<file path="src/rtl/arc4_pkg.sv">
// Shared types and widths for the ARC4 sequencer and its S-memory port mux.
package arc4_pkg;

  localparam int unsigned KEY_W  = 24;
  localparam int unsigned ADDR_W = 8;
  localparam int unsigned DATA_W = 8;

  typedef enum logic [3:0] {
    StIdle,
    StInitGo,
    StInitAck,
    StInitRun,
    StKsaGo,
    StKsaAck,
    StKsaRun,
    StPrgaGo,
    StPrgaAck,
    StPrgaRun
  } arc4_seq_state_t;

  typedef enum logic [1:0] {
    OWN_NONE,
    OWN_INIT,
    OWN_KSA,
    OWN_PRGA
  } arc4_owner_t;

  typedef struct packed {
    logic [ADDR_W-1:0] addr;
    logic [DATA_W-1:0] wrdata;
    logic              wren;
  } arc4_sreq_t;

  // S-port ownership depends on the state register alone, never on engine inputs.
  function automatic arc4_owner_t owner_of(arc4_seq_state_t st);
    arc4_owner_t own;
    case (st)
      StInitGo, StInitAck, StInitRun: own = OWN_INIT;
      StKsaGo, StKsaAck, StKsaRun:    own = OWN_KSA;
      StPrgaGo, StPrgaAck, StPrgaRun: own = OWN_PRGA;
      default:                        own = OWN_NONE;
    endcase
    return own;
  endfunction

endpackage

</file>
<file path="src/rtl/arc4_seq_if.sv">
// Sequencer bundle: key handshake, engine start/ready pairs, engine S-port requests and s_mem port.
interface arc4_seq_if;
  import arc4_pkg::*;

  logic              en;
  logic              rdy;
  logic [KEY_W-1:0]  key;
  logic [KEY_W-1:0]  key_out;

  logic              init_en;
  logic              ksa_en;
  logic              prga_en;
  logic              init_rdy;
  logic              ksa_rdy;
  logic              prga_rdy;

  logic [ADDR_W-1:0] init_s_addr;
  logic [DATA_W-1:0] init_s_wrdata;
  logic              init_s_wren;
  logic [ADDR_W-1:0] ksa_s_addr;
  logic [DATA_W-1:0] ksa_s_wrdata;
  logic              ksa_s_wren;
  logic [ADDR_W-1:0] prga_s_addr;
  logic [DATA_W-1:0] prga_s_wrdata;
  logic              prga_s_wren;

  logic [ADDR_W-1:0] s_addr;
  logic [DATA_W-1:0] s_wrdata;
  logic              s_wren;

  // Environment side: requester, engines and s_mem.
  modport master (
    output en, key, init_rdy, ksa_rdy, prga_rdy,
    output init_s_addr, init_s_wrdata, init_s_wren,
    output ksa_s_addr, ksa_s_wrdata, ksa_s_wren,
    output prga_s_addr, prga_s_wrdata, prga_s_wren,
    input  rdy, key_out, init_en, ksa_en, prga_en, s_addr, s_wrdata, s_wren
  );

  // Sequencer side.
  modport slave (
    input  en, key, init_rdy, ksa_rdy, prga_rdy,
    input  init_s_addr, init_s_wrdata, init_s_wren,
    input  ksa_s_addr, ksa_s_wrdata, ksa_s_wren,
    input  prga_s_addr, prga_s_wrdata, prga_s_wren,
    output rdy, key_out, init_en, ksa_en, prga_en, s_addr, s_wrdata, s_wren
  );

endinterface

</file>
<file path="src/rtl/arc4_smem_mux.sv">
// Routes the active engine's S-port request to s_mem; OWN_NONE yields an all-zero idle port.
module arc4_smem_mux
  import arc4_pkg::*;
(
  input  arc4_owner_t owner_i,
  input  arc4_sreq_t  init_req_i,
  input  arc4_sreq_t  ksa_req_i,
  input  arc4_sreq_t  prga_req_i,
  output arc4_sreq_t  s_req_o
);

  always_comb begin
    s_req_o = '0;
    unique case (owner_i)
      OWN_INIT: s_req_o = init_req_i;
      OWN_KSA:  s_req_o = ksa_req_i;
      OWN_PRGA: s_req_o = prga_req_i;
      default:  s_req_o = '0;
    endcase
  end

endmodule

</file>
<file path="src/rtl/arc4_seq.sv">
// ARC4 sequencer: latches a key, then runs init, ksa and prga in order over en/rdy handshakes.
// Optional ARC4_SEQ_PERF_EN adds a saturating busy-cycle counter on output 'cycles'.
module arc4_seq
  import arc4_pkg::*;
(
  input  logic        clk,
  input  logic        rst_n,
  arc4_seq_if.slave   bus
`ifdef ARC4_SEQ_PERF_EN
  ,
  output logic [31:0] cycles
`endif
);

  arc4_seq_state_t  state_q, state_d;
  logic [KEY_W-1:0] key_q, key_d;
  logic             init_en, ksa_en, prga_en;

  always_ff @(posedge clk or negedge rst_n) begin
    if (!rst_n) begin
      state_q <= StIdle;
      key_q   <= '0;
    end else begin
      state_q <= state_d;
      key_q   <= key_d;
    end
  end

  // GO pulses en only once the engine is ready; ACK waits for rdy to drop, RUN for it to rise.
  always_comb begin
    state_d = state_q;
    key_d   = key_q;
    init_en = 1'b0;
    ksa_en  = 1'b0;
    prga_en = 1'b0;
    unique case (state_q)
      StIdle: begin
        if (bus.en) begin
          key_d   = bus.key;
          state_d = StInitGo;
        end
      end
      StInitGo: begin
        if (bus.init_rdy) begin
          init_en = 1'b1;
          state_d = StInitAck;
        end
      end
      StInitAck: if (!bus.init_rdy) state_d = StInitRun;
      StInitRun: if (bus.init_rdy)  state_d = StKsaGo;
      StKsaGo: begin
        if (bus.ksa_rdy) begin
          ksa_en  = 1'b1;
          state_d = StKsaAck;
        end
      end
      StKsaAck: if (!bus.ksa_rdy) state_d = StKsaRun;
      StKsaRun: if (bus.ksa_rdy)  state_d = StPrgaGo;
      StPrgaGo: begin
        if (bus.prga_rdy) begin
          prga_en = 1'b1;
          state_d = StPrgaAck;
        end
      end
      StPrgaAck: if (!bus.prga_rdy) state_d = StPrgaRun;
      StPrgaRun: if (bus.prga_rdy)  state_d = StIdle;
      default:   state_d = StIdle;
    endcase
  end

  assign bus.rdy     = (state_q == StIdle);
  assign bus.key_out = key_q;
  assign bus.init_en = init_en;
  assign bus.ksa_en  = ksa_en;
  assign bus.prga_en = prga_en;

  arc4_sreq_t init_req, ksa_req, prga_req, s_req;

  assign init_req = {bus.init_s_addr, bus.init_s_wrdata, bus.init_s_wren};
  assign ksa_req  = {bus.ksa_s_addr, bus.ksa_s_wrdata, bus.ksa_s_wren};
  assign prga_req = {bus.prga_s_addr, bus.prga_s_wrdata, bus.prga_s_wren};

  arc4_smem_mux u_smem_mux (
    .owner_i    (owner_of(state_q)),
    .init_req_i (init_req),
    .ksa_req_i  (ksa_req),
    .prga_req_i (prga_req),
    .s_req_o    (s_req)
  );

  assign bus.s_addr   = s_req.addr;
  assign bus.s_wrdata = s_req.wrdata;
  assign bus.s_wren   = s_req.wren;

`ifdef ARC4_SEQ_PERF_EN
  logic [31:0] cycles_q, cycles_d;

  always_comb begin
    cycles_d = cycles_q;
    if (state_q == StIdle) begin
      if (bus.en) cycles_d = '0;
    end else if (cycles_q != 32'hFFFF_FFFF) begin
      cycles_d = cycles_q + 32'd1;
    end
  end

  always_ff @(posedge clk or negedge rst_n) begin
    if (!rst_n) cycles_q <= '0;
    else        cycles_q <= cycles_d;
  end

  assign cycles = cycles_q;
`endif

endmodule

</file>
<file path="src/flat_wrapper.sv">
// flat-port wrapper written by rule: the top's interface ports become plain ports
module arc4_seq_flat import arc4_pkg::*;
  (clk, rst_n, bus_en, bus_key, bus_init_rdy, bus_ksa_rdy, bus_prga_rdy, bus_init_s_addr, bus_init_s_wrdata, bus_init_s_wren, bus_ksa_s_addr, bus_ksa_s_wrdata, bus_ksa_s_wren, bus_prga_s_addr, bus_prga_s_wrdata, bus_prga_s_wren, bus_rdy, bus_key_out, bus_init_en, bus_ksa_en, bus_prga_en, bus_s_addr, bus_s_wrdata, bus_s_wren);
  arc4_seq_if bus_i ();
  input  logic clk;
  input  logic rst_n;
  input wire logic [$bits(bus_i.en)-1:0] bus_en;
  input wire logic [$bits(bus_i.key)-1:0] bus_key;
  input wire logic [$bits(bus_i.init_rdy)-1:0] bus_init_rdy;
  input wire logic [$bits(bus_i.ksa_rdy)-1:0] bus_ksa_rdy;
  input wire logic [$bits(bus_i.prga_rdy)-1:0] bus_prga_rdy;
  input wire logic [$bits(bus_i.init_s_addr)-1:0] bus_init_s_addr;
  input wire logic [$bits(bus_i.init_s_wrdata)-1:0] bus_init_s_wrdata;
  input wire logic [$bits(bus_i.init_s_wren)-1:0] bus_init_s_wren;
  input wire logic [$bits(bus_i.ksa_s_addr)-1:0] bus_ksa_s_addr;
  input wire logic [$bits(bus_i.ksa_s_wrdata)-1:0] bus_ksa_s_wrdata;
  input wire logic [$bits(bus_i.ksa_s_wren)-1:0] bus_ksa_s_wren;
  input wire logic [$bits(bus_i.prga_s_addr)-1:0] bus_prga_s_addr;
  input wire logic [$bits(bus_i.prga_s_wrdata)-1:0] bus_prga_s_wrdata;
  input wire logic [$bits(bus_i.prga_s_wren)-1:0] bus_prga_s_wren;
  output wire logic [$bits(bus_i.rdy)-1:0] bus_rdy;
  output wire logic [$bits(bus_i.key_out)-1:0] bus_key_out;
  output wire logic [$bits(bus_i.init_en)-1:0] bus_init_en;
  output wire logic [$bits(bus_i.ksa_en)-1:0] bus_ksa_en;
  output wire logic [$bits(bus_i.prga_en)-1:0] bus_prga_en;
  output wire logic [$bits(bus_i.s_addr)-1:0] bus_s_addr;
  output wire logic [$bits(bus_i.s_wrdata)-1:0] bus_s_wrdata;
  output wire logic [$bits(bus_i.s_wren)-1:0] bus_s_wren;
  assign bus_i.en = bus_en;
  assign bus_i.key = bus_key;
  assign bus_i.init_rdy = bus_init_rdy;
  assign bus_i.ksa_rdy = bus_ksa_rdy;
  assign bus_i.prga_rdy = bus_prga_rdy;
  assign bus_i.init_s_addr = bus_init_s_addr;
  assign bus_i.init_s_wrdata = bus_init_s_wrdata;
  assign bus_i.init_s_wren = bus_init_s_wren;
  assign bus_i.ksa_s_addr = bus_ksa_s_addr;
  assign bus_i.ksa_s_wrdata = bus_ksa_s_wrdata;
  assign bus_i.ksa_s_wren = bus_ksa_s_wren;
  assign bus_i.prga_s_addr = bus_prga_s_addr;
  assign bus_i.prga_s_wrdata = bus_prga_s_wrdata;
  assign bus_i.prga_s_wren = bus_prga_s_wren;
  assign bus_rdy = bus_i.rdy;
  assign bus_key_out = bus_i.key_out;
  assign bus_init_en = bus_i.init_en;
  assign bus_ksa_en = bus_i.ksa_en;
  assign bus_prga_en = bus_i.prga_en;
  assign bus_s_addr = bus_i.s_addr;
  assign bus_s_wrdata = bus_i.s_wrdata;
  assign bus_s_wren = bus_i.s_wren;
  arc4_seq u_core (.clk(clk), .rst_n(rst_n), .bus(bus_i));
endmodule
</file>
<file path="config.mk">
export PLATFORM = sky130hd
export DESIGN_NAME = arc4_seq_flat
export DESIGN_NICKNAME = d
export VERILOG_FILES = /design/src/rtl/arc4_pkg.sv /design/src/rtl/arc4_seq_if.sv /design/src/rtl/arc4_smem_mux.sv /design/src/rtl/arc4_seq.sv /design/src/flat_wrapper.sv
export SDC_FILE = /design/constraint.sdc
export NUM_CORES = 1
export LEC_CHECK = 0
export CAP_MARGIN = 20
export CELL_PAD_IN_SITES_DETAIL_PLACEMENT = 0
export CELL_PAD_IN_SITES_GLOBAL_PLACEMENT = 1
export CORE_MARGIN = 4
export CORE_UTILIZATION = 25
export DETAILED_ROUTE_END_ITERATION = 8
export PLACE_DENSITY = 0.93
export SLEW_MARGIN = 20
export SYNTH_ARGS = -nofsm -noshare
export SYNTH_HDL_FRONTEND = slang
export SYNTH_SLANG_ARGS = --single-unit
</file>
<file path="constraint.sdc">
create_clock -name clk -period 5.05 [get_ports clk]
set_clock_uncertainty 0.1 [all_clocks]
set_input_delay 0.505 -clock clk [delete_from_list [all_inputs] [get_ports clk]]
set_output_delay 0.505 -clock clk [all_outputs]
set_load 0.005 [all_outputs]
</file>
==> results by group, run 1 <==
Synthesis
  – Post-Syn Area: around 1500 um^2
  – Synthesized net count: 217
  – Mean Syn Cell Area: between 10 and 15 um^2
  – Synth Warn #: 0
  – Yosys reg bits: 28
  – Cell variety after synth: 33
  – Post-Synthesis Cells: approximately 140
  – Seq/Total Area, Yosys: roughly 45%

Global routing
  – Vias in the first global route: between 1500 and 2000
  – First-pass GRT wire length: around 7500 um
  – Initial antenna violation count: 0
  – Gr ovfl total: 0
  – Tot GR Track Use: approximately 12%
  – Largest net degree at the start of global routing: 29

STA
  – Final period util: 63.00%
  – RSZ-0062 raised after global routing: false
  – Minimum clock period: 3.181 ns
  – Fmax: 314.3 MHz
  – Setup violators final: 0
  – Slew Viols, Final: 0
  – Tightest Pin Transition: 0.6911 ns
  – Total Neg Setup Slack: 0 ns
  – Final hold violation count: 0
  – Slew HR: between 50% and 60%

Floorplanning
  – Core area: 5956 um^2
  – Die area: about 7500 um^2
  – I/O pin count: 126
  – Die Ht: between 80 and 90 um
  – Site Rows: 28
  – Die Span X: about 87 um
  – Starting density of the core: 25.99%

Cells and area
  – Share of cells above drive strength 1: between 10 and 15%
  – Area delta synth->final: 86.01%
  – # diodes: 0
  – Multi-input gate area: 703.2 um^2
  – Fill count: roughly 550
  – Fin cells: 330
  – Register Area: 700.7 um^2
  – Final #Nets: roughly 340

CTS
  – # Post-CTS Setup Buffers: 0
  – CTS tree: yes
  – Hold buffer count at CTS: 0
  – CTS max path bufs: 2
  – Resize count post-CTS: 0
  – Clock root buffer: clkbuf_8
  – Clk_lat worst skew: roughly 0.27 ns
  – TritonCTS buffer count: 3
  – CTS sink cnt: 28
  – CTS H-tree depth: 1
  – Clock-pin slew on the worst setup and hold paths: about 0.10 ns

Power
  – Maximum vdd drop: around 250 uV
  – Leak pwr: between 1 and 1.5 nW
  – PwrDens: about 510 nW/um^2

Critical path
  – Flop2flop setup slack: around 3 ns
  – Worst Path Arrival: 2.58 ns
  – FF-to-FF End: u_core.bus.key_out[18]
  – Worst Path Required: about 4.5 ns
  – CP Launch Type: flip-flop
  – Worst-path fanout max: 17
  – Critical Path End Type: primary output
  – WS Path Type: flip-flop to primary output
  – Worst r2r path cells: 3
  – Worst r2r src: u_core.state_q[1]

Route
  – Via count: ~1500
  – Post-DRT Antenna Nets: 0
  – Vias/cell: around 4.7
  – Wirelength per Cell: ~15 um
  – First-pass detailed-route iteration total: 5
  – DRC violations left: 0
  – Starting DRT DRC Count: 65
  – Final WL: around 4900 um

Flow run
  – Maxcap violations: 0

Placement
  – GP Congestion: 0.7569
  – Port Buffers: approximately 130
  – Placed Cells: roughly 330
  – DP Wirelength: ~3900 um

Min path
  – Hold Path Origin: u_core.bus.key_out[11]
  – Hold path depth: 1
  – Worst min path class: flip-flop to flip-flop
  – Worst Hold End: u_core.bus.key_out[11]

Status
  – Outcome: finished, final reports clean
metal layers:
layer  GRT usage [%]  up-vias  routed length [um]
li1                -      745                   -
met1           15.12      716                1981
met2           20.58       81                2314
met3           3.897        6                 519
met4           3.399        0                  55
met5               0        -                   0
synthesized netlist by cell type:
master    count  area, um^2
o21ai_0       2       10.01
mux2_2       24       270.3
o31ai_1       1       7.510
inv_1        18       67.56
nand3b_1      1       7.510
o31ai_2       1       12.51
o21ai_2       1       8.760
mux2i_1       1       10.01
nand3_1       1       5.000
clkbuf_1      2       7.510
nor4b_1       1       8.760
a21oi_1       3       15.01
nor4_2        1       12.51
or3b_1        1       8.760
buf_4         2       15.01
o311a_1       1       10.01
buf_6         3       33.78
or2_2         2       12.51
nor4_1        1       6.260
o32ai_1       1       8.760
o21a_1        2       15.01
and2_1        2       12.51
or3_4         1       11.26
nand2b_2      1       8.760
nand2_2       1       6.260
nand2b_1      1       6.260
xnor2_1       1       8.760
dfrtp_1      28       700.7
nand2_1       5       18.77
nor2_1        4       15.01
a222oi_1     17       170.2
buf_2         4       20.02
o41ai_2       1       16.27
metrics by stage:
step / power (mW) / cell area [um^2] / setup WS (ns) / util, % / hold WS, ns
floorplan: 0.8599 / 1548 / 3.044 / - / 0.1094
global placement: 1.331 / 2824 / 2.285 / 47.42 / 0.3875
detailed placement: 1.357 / 2824 / 2.188 / 47.42 / 0.3911
CTS: 1.493 / 2879 / 1.866 / 48.34 / 0.4130
global route: 1.587 / 2879 / 1.697 / 48.34 / 0.4262
finish: 1.474 / 2879 / 1.869 / 48.34 / 0.4126
sequential cells by signal, indices dropped and copies added (netlist names):
| register | flops |
|---|---|
| u_core.bus.key_out | 24 |
| u_core.state_q | 4 |
cell type report:
cell class                 count  share of cell area [%]
sequential                    28                   24.34
clock buffer                   4                   1.912
timing repair buffer         126                   43.72
multi-input combinational     79                   24.42
tap                           75                   3.259
inverter                      18                   2.347
worst max path at each step:
stage / startpoint / endpoint / slack, ns / cells past startpoint
final: u_core.state_q[0] / bus_s_addr[4] / 1.87 / 5
after global placement: u_core.state_q[3] / bus_s_wrdata[4] / 2.28 / 5
after detailed placement: u_core.state_q[0] / bus_s_addr[4] / 2.19 / 5
after global routing: u_core.state_q[0] / bus_s_wrdata[5] / 1.70 / 5
after floorplan: u_core.state_q[1] / bus_s_addr[0] / 3.04 / 6
after CTS: u_core.state_q[0] / bus_s_addr[4] / 1.87 / 5
kinds of logic (layout without fill, tap and decap cells):
| family | after synthesis | after routing | synth area share [%] |
|---|---|---|---|
| xor gates and xnor gates | 1 | 1 | 0.5660 |
| AOI/OAI and AO/OA | 30 | 30 | 17.70 |
| and+or+nand+nor | 23 | 23 | 9.055 |
| buffers and inverters | 29 | 148 | 9.296 |
| DFF | 28 | 28 | 45.27 |
| muxes | 25 | 25 | 18.11 |
critical path, stage by stage (launching register included):
cell and delay, ns:
dfrtp_1 0.66, nand2b_2 0.17, o21ai_2 0.58, a222oi_1 0.27, inv_1 0.11, clkdlybuf4s50_1 0.52
report_power, final:
part           internal (mW)  switching (mW)  total, mW
Combinational          0.586           0.320      0.906
Sequential             0.336          0.0985      0.434
Clock                 0.0696          0.0642      0.134
Total                  0.992           0.482       1.47
cell usage in the layout, fill, tap and decap left out, types with 3 or more instances in the layout:
cell	Yosys	routed
a21oi_1	3	3
a222oi_1	17	17
clkbuf_8	0	4
clkdlybuf4s50_1	0	125
dfrtp_1	28	28
inv_1	18	18
mux2_2	24	24
nand2_1	5	5
nor2_1	4	4
Power figures use the tool's default switching activity.
==> run 2, diff against run 1 <==
--- a/config.mk
+++ b/config.mk
@@ -9,9 +9,9 @@
 export CELL_PAD_IN_SITES_DETAIL_PLACEMENT = 0
 export CELL_PAD_IN_SITES_GLOBAL_PLACEMENT = 1
 export CORE_MARGIN = 4
-export CORE_UTILIZATION = 25
+export CORE_UTILIZATION = 21
 export DETAILED_ROUTE_END_ITERATION = 8
-export PLACE_DENSITY = 0.93
+export PLACE_DENSITY = 0.84
 export SLEW_MARGIN = 20
 export SYNTH_ARGS = -nofsm -noshare
 export SYNTH_HDL_FRONTEND = slang
==> constraint.sdc (replaced) <==
create_clock -name clk -period 2.61 [get_ports clk]
set_clock_uncertainty 0.1 [all_clocks]
set_input_delay 0.261 -clock clk [delete_from_list [all_inputs] [get_ports clk]]
set_output_delay 0.261 -clock clk [all_outputs]
set_load 0.005 [all_outputs]
==> run 2 against run 1 <==
Net effect:
- first-iteration DRC count decreased by 3.1%
- sequential cell count unchanged
- final area increased by 4.2%
- largest power group unchanged
==> results by group, run 2 (same netlist as run 1, synthesis figures left out) <==
STA
  – Fmax: 399.9 MHz
  – Slew Viols, Final: 0 (unchanged)
  – Setup violators final: 0 (unchanged)
  – Minimum clock period: about 2.5 ns
  – Tightest Pin Transition: 0.5577 ns (-0.1334 ns)
  – Slew HR: 62.69% (+8.8 points)
  – Final hold violation count: 0 (unchanged)
  – Final period util: between 90% and 100%
  – Total Neg Setup Slack: 0 ns (unchanged)
  – RSZ-0062 raised after global routing: false
  – WHS: 0.2586 ns (-0.1540 ns)

Floorplanning
  – Site Rows: 31 (+11%)
  – Core area: 7214 um^2 (+21%)
  – Starting density of the core: 21.45% (-4.5 points)
  – Die Span X: 93.85 um (+8.3%)
  – Die Ht: 93.85 um (+8.3%)
  – I/O pin count: 126 (unchanged)
  – Die area: 8808 um^2 (+17%)

Critical path
  – CP Launch Type: flip-flop
  – Crit-path leading delay family: buffers and inverters
  – Worst Path Required: 2.25 ns (-2.20 ns)
  – CP bufs+invs: 4 (+2)
  – Critical-path cell with the highest stage delay: dfrtp_2
  – Worst Path Arrival: 2.14 ns (-0.44 ns)
  – Critical Path End Type: primary output
  – Last element of the critical path: bus_s_wrdata[3]
  – WS Path Type: flip-flop to primary output
  – Flop2flop setup slack: 0.58 ns (-2.48 ns)
  – FF-to-FF End: u_core.bus.key_out[11]
  – Worst r2r src: u_core.state_q[1]
  – Worst path max stage delay: 0.46 ns (-0.20 ns)
  – Cell mode on critical path: buf_4
  – Cells along the critical path: buf_4 > o21a_1 > buf_4 > a222oi_1 > inv_1 > clkdlybuf4s50_1
  – Worst r2r path cells: 4 (+1)
  – Levels on crit path: 6 (+1)
  – Worst-path fanout max: 17 (unchanged)
  – Worst Setup SP: u_core.state_q[1]

Route
  – Final WL: 5113 um (+5.0%)
  – DRC violations left: 0 (unchanged)
  – Via count: 1642 (+6.1%)
  – Uppermost layer routed: met4
  – Wirelength per Cell: 14.09 um (-4.6%)
  – Met2 wire length: 2337 um (+0.99%)
  – Vias/cell: 4.523 (-3.6%)
  – Met3 wire length: 815 um (+57%)
  – Post-DRT Antenna Nets: 0 (unchanged)
  – Starting DRT DRC Count: 63 (-3.1%)
  – First-pass detailed-route iteration total: 5 (unchanged)
  – Routed metal-1 wirelength: 1936 um (-2.3%)

CTS
  – TritonCTS buffer count: 3 (unchanged)
  – CTS max path bufs: 2 (unchanged)
  – Hold buffer count at CTS: 0 (unchanged)
  – CTS tree: yes
  – CTS H-tree depth: 1 (unchanged)
  – CTS sink cnt: 28 (unchanged)
  – Clock-pin slew on the worst setup and hold paths: 0.10 ns (about the same)
  – Clk_lat worst skew: 0.27 ns (about the same)
  – Clock root buffer: clkbuf_8

Placement
  – Port Buffers: 125 (unchanged)
  – GP Congestion: 0.7795 (+3.0%)
  – DP Wirelength: 4234 um (+8.2%)

Power
  – PwrDens: 1013 nW/um^2 (+98%)
  – Leak pwr: 1.271 nW (+4.7%)
  – Maximum vdd drop: 353.2 uV (+39%)

Cells and area
  – Max FFs per register: 24 (unchanged)
  – Area delta synth->final: 93.86%
  – Most frequent cells in the layout: clkdlybuf4s50_1 (124), dfrtp_1 (27), mux2_2 (24)
  – Final #Nets: 346 (+2.7%)
  – Fill count: 720 (+31%)
  – Commonest non-fill, non-tap cell in the layout: clkdlybuf4s50_1
  – Share of cells above drive strength 1: 18.94% (+4.0 points)
  – # diodes: 0 (unchanged)

Global routing
  – Tot GR Track Use: 11.24% (-1.0 points)
  – Gr ovfl total: 0 (unchanged)
  – First-pass GRT wire length: 7962 um (+6.8%)
  – Largest net degree at the start of global routing: 29 (unchanged)
  – Vias in the first global route: 1776 (+13%)
  – Initial antenna violation count: 0 (unchanged)

Min path
  – Worst min path class: primary input to async pin

Flow run
  – Maxcap violations: 0 (unchanged)

Status
  – Outcome: finished, final reports clean
==> run 2: final cells by class <==
cell class                 instances  area, um^2  area share (%)
inverter                          18       67.56           2.252
tap                               99       123.9           4.128
timing repair buffer             135        1329           44.29
clock inverter                     1       30.03           1.001
sequential                        28       701.9           23.39
clock buffer                       3       41.29           1.376
multi-input combinational         79       706.9           23.56
==> run 2: routing by layer <==
layer	vias up	global-route usage [%]
met1	753	13.04
met4	0	2.166
met2	124	19.34
met3	2	4.808
met5	-	0
li1	763	-
==> run 2: worst reg2reg max path, cell delays in order, from the launching register on <==
cell	delay, ns
dfrtp_2	0.46
buf_4	0.17
nor4_2	0.36
nand2_2	0.40
mux2_2	0.42
==> run 2: where the power goes <==
group | switching (mW) | leakage (nW) | internal [mW] | total [mW]
logic | 0.721 | 0.902 | 1.21 | 1.93
clock network | 0.134 | 0.0357 | 0.205 | 0.339
registers | 0.114 | 0.334 | 0.653 | 0.767
==> run 2: through the flow <==
| step | power, mW | setup WS [ns] | instance area, um^2 | cells | util (%) |
|---|---|---|---|---|---|
| finish | 3.039 | 0.1092 | 3000 | 363 | 41.59 |
| global route | 3.288 | 0.0007456 | 3000 | 363 | 41.59 |
| CTS | 3.069 | 0.01183 | 2978 | 361 | 41.28 |
| detailed placement | 2.718 | 0.2072 | 2907 | 357 | 40.29 |
| global placement | 2.690 | 0.2202 | 2907 | 357 | 40.29 |
| floorplan | 1.664 | 0.8481 | 1548 | 136 | - |
==> run 2: worst min-delay path by stage <==
stage | start | to | slack [ns] | depth (start not counted)
2_1_floorplan | rst_n | u_core.bus.key_out[0] | -0.13 | 0
3_3_place_gp | u_core.bus.key_out[6] | u_core.bus.key_out[6] | 0.39 | 1
5_1_grt | rst_n | u_core.bus.key_out[6] | 0.29 | 2
6_report | rst_n | u_core.bus.key_out[6] | 0.26 | 2
3_5_place_dp | u_core.bus.key_out[20] | u_core.bus.key_out[20] | 0.39 | 1
4_1_cts | rst_n | u_core.bus.key_out[6] | 0.26 | 2
==> run 2: repair_timing <==
item | in CTS | in global routing
gates resized for setup | 2 | 3
endpoints found under the setup margin | 9 | 16
pin swaps | 1 | 4
buffers inserted | 0 | 2
==> run 3, diff against run 2 <==
--- a/config.mk
+++ b/config.mk
@@ -12,7 +12,6 @@
 export CORE_UTILIZATION = 21
 export DETAILED_ROUTE_END_ITERATION = 8
 export PLACE_DENSITY = 0.84
-export SLEW_MARGIN = 20
 export SYNTH_ARGS = -nofsm -noshare
 export SYNTH_HDL_FRONTEND = slang
 export SYNTH_SLANG_ARGS = --single-unit
==> results of run 3 <==
Final layout, timing and power as in run 2 (identical DEF).
